===== src/rtl/dmem_port_arbiter.sv =====
// dmem_port_arbiter
//   Shares one single-port synchronous data memory between the processor
//   load/store path and a debug/loader port. At most one requester is granted
//   per cycle (combinationally), the memory port is driven from the winner,
//   the processor is stalled when it loses, and read data is returned to the
//   owning port one cycle after the grant.
//   The CPU wins contests by default; once the debug port has been denied
//   STARVE_LIMIT contested cycles it wins the next contest.
//
// Ports
//   clk, reset                         clock, async active-high reset
//   cpu_req/we/addr/wdata              processor access request
//   cpu_stall                          cpu_req && !cpu granted
//   cpu_rdata/cpu_rvalid               processor load return
//   dbg_req/we/addr/wdata              debug port access request
//   dbg_gnt                            debug access accepted this cycle
//   dbg_rdata/dbg_rvalid               debug read return
//   mem_en/we/addr/wdata               memory port drive
//   mem_rdata                          memory read data (cycle after read)
module dmem_port_arbiter #(
  parameter int unsigned DBITS        = 32,
  parameter int unsigned STARVE_LIMIT = 4,
  parameter int unsigned CNT_BITS     = 4
) (
  input  logic             clk,
  input  logic             reset,
  input  logic             cpu_req,
  input  logic             cpu_we,
  input  logic [DBITS-1:0] cpu_addr,
  input  logic [DBITS-1:0] cpu_wdata,
  output logic             cpu_stall,
  output logic [DBITS-1:0] cpu_rdata,
  output logic             cpu_rvalid,
  input  logic             dbg_req,
  input  logic             dbg_we,
  input  logic [DBITS-1:0] dbg_addr,
  input  logic [DBITS-1:0] dbg_wdata,
  output logic             dbg_gnt,
  output logic [DBITS-1:0] dbg_rdata,
  output logic             dbg_rvalid,
  output logic             mem_en,
  output logic             mem_we,
  output logic [DBITS-1:0] mem_addr,
  output logic [DBITS-1:0] mem_wdata,
  input  logic [DBITS-1:0] mem_rdata
);

  typedef enum logic [1:0] {
    RD_NONE,
    RD_CPU,
    RD_DBG
  } rd_owner_t;

  rd_owner_t           rd_owner;
  logic [CNT_BITS-1:0] starve_cnt;
  logic                cpu_gnt;
  logic                dbg_priority;

  // Grant and memory-port mux. Nothing is granted while reset is high.
  always_comb begin
    dbg_priority = (starve_cnt == CNT_BITS'(STARVE_LIMIT));
    cpu_gnt      = 1'b0;
    dbg_gnt      = 1'b0;
    if (!reset) begin
      if (dbg_req && (!cpu_req || dbg_priority))
        dbg_gnt = 1'b1;
      else if (cpu_req)
        cpu_gnt = 1'b1;
    end

    mem_en    = cpu_gnt | dbg_gnt;
    mem_we    = 1'b0;
    mem_addr  = '0;
    mem_wdata = '0;
    if (dbg_gnt) begin
      mem_we    = dbg_we;
      mem_addr  = dbg_addr;
      mem_wdata = dbg_wdata;
    end else if (cpu_gnt) begin
      mem_we    = cpu_we;
      mem_addr  = cpu_addr;
      mem_wdata = cpu_wdata;
    end
  end

  assign cpu_stall = cpu_req & ~cpu_gnt;

  // Starvation counter and read-return owner. The owner register alone marks
  // a pending read, so a new grant can issue while the previous read returns.
  always_ff @(posedge clk or posedge reset) begin
    if (reset) begin
      starve_cnt <= '0;
      rd_owner   <= RD_NONE;
    end else begin
      if (dbg_gnt)
        starve_cnt <= '0;
      else if (dbg_req && cpu_req && !dbg_priority)
        starve_cnt <= starve_cnt + 1'b1;

      if (cpu_gnt && !cpu_we)
        rd_owner <= RD_CPU;
      else if (dbg_gnt && !dbg_we)
        rd_owner <= RD_DBG;
      else
        rd_owner <= RD_NONE;
    end
  end

  // Read data is steered to the owner; the other port sees zeros.
  always_comb begin
    cpu_rvalid = (rd_owner == RD_CPU);
    dbg_rvalid = (rd_owner == RD_DBG);
    cpu_rdata  = cpu_rvalid ? mem_rdata : '0;
    dbg_rdata  = dbg_rvalid ? mem_rdata : '0;
  end

endmodule


===== config.mk =====
export PLATFORM = sky130hd
export DESIGN_NAME = dmem_port_arbiter
export DESIGN_NICKNAME = d
export VERILOG_FILES = /design/src/rtl/dmem_port_arbiter.sv
export SDC_FILE = /design/constraint.sdc
export NUM_CORES = 1
export LEC_CHECK = 0
export ABC_AREA = 0
export CAP_MARGIN = 0
export CELL_PAD_IN_SITES_DETAIL_PLACEMENT = 0
export CELL_PAD_IN_SITES_GLOBAL_PLACEMENT = 1
export CORE_AREA = 2 2 115 117
export CTS_BUF_LIST = sky130_fd_sc_hd__clkbuf_4
export CTS_CLUSTER_DIAMETER = 150
export DETAILED_ROUTE_END_ITERATION = 8
export DIE_AREA = 0 0 117 119
export DONT_BUFFER_PORTS = 1
export HOLD_SLACK_MARGIN = 0.05
export PLACE_DENSITY = 0.32
export SLEW_MARGIN = 20
export SYNTH_ARGS = -nofsm -noshare
export SYNTH_HDL_FRONTEND = slang
export SYNTH_SLANG_ARGS = --single-unit

===== constraint.sdc =====
create_clock -name clk -period 2 [get_ports clk]
set_input_delay 0.1 -clock clk [delete_from_list [all_inputs] [get_ports clk]]
set_output_delay 0.1 -clock clk [all_outputs]
set_load 0.01 [all_outputs]

==> out/metrics.yaml <==
drv_cap: 0
max_stage_delay_ns: 0.39
finClkSkew_ns: 0.004164
grt_pass1_wl_um: 10240
place_hpwl_um: 7102
min-delay-start: "cpu_req"
clkSlewWorstSetupHoldPaths_ns: 0.04
drive_gt1_frac: 0.4250
netlist_top_cells_count: "65 x a22o_1, 64 x and2_1, 10 x buf_2"
syn_area_per_cell_sq_um: 7.659
hold_viol: 0
grt_max_degree: 61
synth.distinct_cells: 28
path_max_fanout: 8
critPathSlowestCell: "dfrtp_1"
status: "finished clean"
maxSlewViolCount: 0
min_path_type: "input port to flop"
synth_edf_count: 0
arrival_ns: 1.85
syn_inst: 190
grtUsageTotal: 0.1043
r2r_setup_slack_ns: 0.35
start_kind: "flop"
synth.most_common_cell: "a22o_1"
routedWlPerCell_um: 27.72
netlist_area_sq_um: 1455
hold_depth: 2
crit_required_ns: 1.90
utilization: 0.1906
cts_tree: "done"
reg2reg_depth: 7
critPathKind: "flop to output port"
p_sw_mw: 0.3187
totalWireLength_um: 10510
timing.final.crit_period_ns: 1.951
path_cells: "inv_1 -> ha_2 -> and3b_2 -> a21oi_4 -> buf_12 -> buf_8 -> a22o_4"
cp-end-kind: "output port"
power.static_leakage_nw: 1.069
drc: 0
clk_latency_ns: 0.24
yosys_most_used_dff: "dfrtp_1"
vias: 1767
ys_seq_elements: 6
ir_drop_mv: 0.1158
path_delay_family: "buffers and inverters"
fp.dieW_um: 117
p_clk_frac: 0.147
powerDensity_nw_per_um2: 314.1
ys_warn_count: 0
fmax_mhz: 512.5
synthArstFlopShare: 1.000
synth_top_area_share: 0.3912
tightest_slew_ns: 0.2714
start_util: 0.1130
cts_buffers: 3
viasPerCell: 4.662
fin_crit_sh: 0.9756
reg2reg_to: "rd_owner[0]$_DFF_PP0_"
ant_nets: 0
drt_iter0_markers: 42
gp_congestion: 0.7825
dp_slack_ns: 0.1838
die_area_sq_um: 13920
p_int_mw: 0.4519
clockRootBuffer: "clkbuf_4"
synthesis.nets: 358
p_sw_frac: 0.4136
crit_buf_inv: 3
fin_ws_ns: 0.04872
comb_power_share: 0.650
rows: 42
dr.pass1.iters: 4
grt_overflow_total: 0
grt_pass1_vias: 1496
cts_num_sinks: 6
rsz0062_at_grt: "yes"
ys_seq_area_frac: 0.1032
final_nets: 370
pin_count: 300
reg2reg_from: "starve_cnt[0]$_DFFE_PP0P_"
ys_top_cells_by_area: "a22o_1 39%, and2_1 28%, dfrtp_1 10%, buf_2 3.4%, buf_6 2.3%"
setup_viol: 0
area_growth_pct: 68.62
die_h_um: 119
h-tree-depth: 1
yosys.area.top_type: "a22o_1"
seqPwrFrac: 0.203
core_area_sq_um: 12870
slew-limit-headroom: 0.8189
whs_endpoint: "starve_cnt[2]$_DFFE_PP0P_"
clk_path_buf_depth: 2
antenna_found_initial: 3
io_buffers: 0
-- layer usage --
metal,global-route usage,share of wire
met5,0,0.00095
met4,0.04412,0.027
met3,0.02850,0.095
met2,0.1944,0.53
met1,0.1069,0.34
-- worst reg2reg max path: stages (launching register included) --
cell and delay, ns:
dfrtp_1 0.39, inv_1 0.06, ha_2 0.18, and3b_2 0.23, a21oi_4 0.23, buf_12 0.19, buf_8 0.18, and2b_1 0.14
-- how the worst max path moves through the flow --
stage	startpoint	end	slack, ns	cells past startpoint
2_1_floorplan	starve_cnt[0]$_DFFE_PP0P_	mem_addr[10]	0.39	8
3_3_place_gp	starve_cnt[0]$_DFFE_PP0P_	mem_addr[30]	0.18	6
3_5_place_dp	starve_cnt[0]$_DFFE_PP0P_	mem_addr[30]	0.18	6
4_1_cts	starve_cnt[0]$_DFFE_PP0P_	mem_wdata[10]	-0.03	7
5_1_grt	starve_cnt[0]$_DFFE_PP0P_	mem_wdata[2]	-0.04	7
6_report	starve_cnt[0]$_DFFE_PP0P_	mem_wdata[12]	0.05	7
-- per-stage QoR --
| step | hold slack (ns) | power [mW] | TNS, ns | instances | area, sq um |
|---|---|---|---|---|---|
| global route | 0.1268 | 0.8196 | -0.8031 | 378 | 2451 |
| finish | 0.1244 | 0.7706 | 0 | 379 | 2454 |
| floorplan | -0.1090 | 0.4151 | 0 | 190 | 1455 |
| global placement | -0.04790 | 0.4857 | 0 | 352 | 1677 |
| detailed placement | -0.05664 | 0.4847 | 0 | 352 | 1677 |
| CTS | 0.1158 | 0.6275 | -0.2474 | 362 | 1799 |
-- registers in the layout (all words and copies together), names as in the netlist --
| name | cells |
|---|---|
| rd_owner | 2 |
| starve_cnt | 4 |
-- area by class of cell --
class,instances,area [sq um]
flip-flops and latches,6,150.1
clock buffers,3,22.52
diodes,3,7.507
repair buffers,28,409.1
fillers,1431,10420
well taps,176,220.2
inverters,3,11.26
multi-input cells,160,1633
-- cell usage in the layout, fill, tap and decap left out, types with 3 or more instances in the layout --
master,count
buf_12,5
dlygate4sd3_1,5
clkbuf_16,4
o21ai_0,3
buf_8,3
buf_4,7
diode_2,3
and2_1,64
nor2b_2,3
inv_1,3
a22o_1,14
buf_6,3
clkbuf_4,3
dfrtp_1,6
a22o_4,49
-- power by group through the flow --
| stage | clock network [mW] | logic [mW] | registers (mW) |
|---|---|---|---|
| 2_1_floorplan | 0 | 0.262 | 0.153 |
| 5_1_grt | 0.125 | 0.536 | 0.159 |
| 6_report | 0.113 | 0.501 | 0.157 |
| 4_1_cts | 0.120 | 0.352 | 0.156 |
| 3_5_place_dp | 0 | 0.327 | 0.157 |
| 3_3_place_gp | 0 | 0.328 | 0.158 |
-- kinds of logic (layout without fill, tap and decap cells) --
logic type / Yosys count / in the layout / synth area share
AND/OR/NAND/NOR: 85 / 85 / 0.3603
AO/OA/AOI/OAI: 73 / 73 / 0.4334
buffers and inverters: 24 / 34 / 0.08598
flip-flops: 6 / 6 / 0.1032
adder cells (fa/ha/maj): 2 / 2 / 0.01719
other: 0 / 3 / 0
-- timing repair --
action | 4_1_cts | 5_1_grt
endpoints found under the setup margin | 43 | 67
hold buffers | 5 | 0
hold endpoints to repair | 9 | 0
pin swaps | 1 | 2
setup buffers | 1 | 6
gates resized for setup | 3 | 59
cloned | 1 | 9
Power figures use the tool's default switching activity.
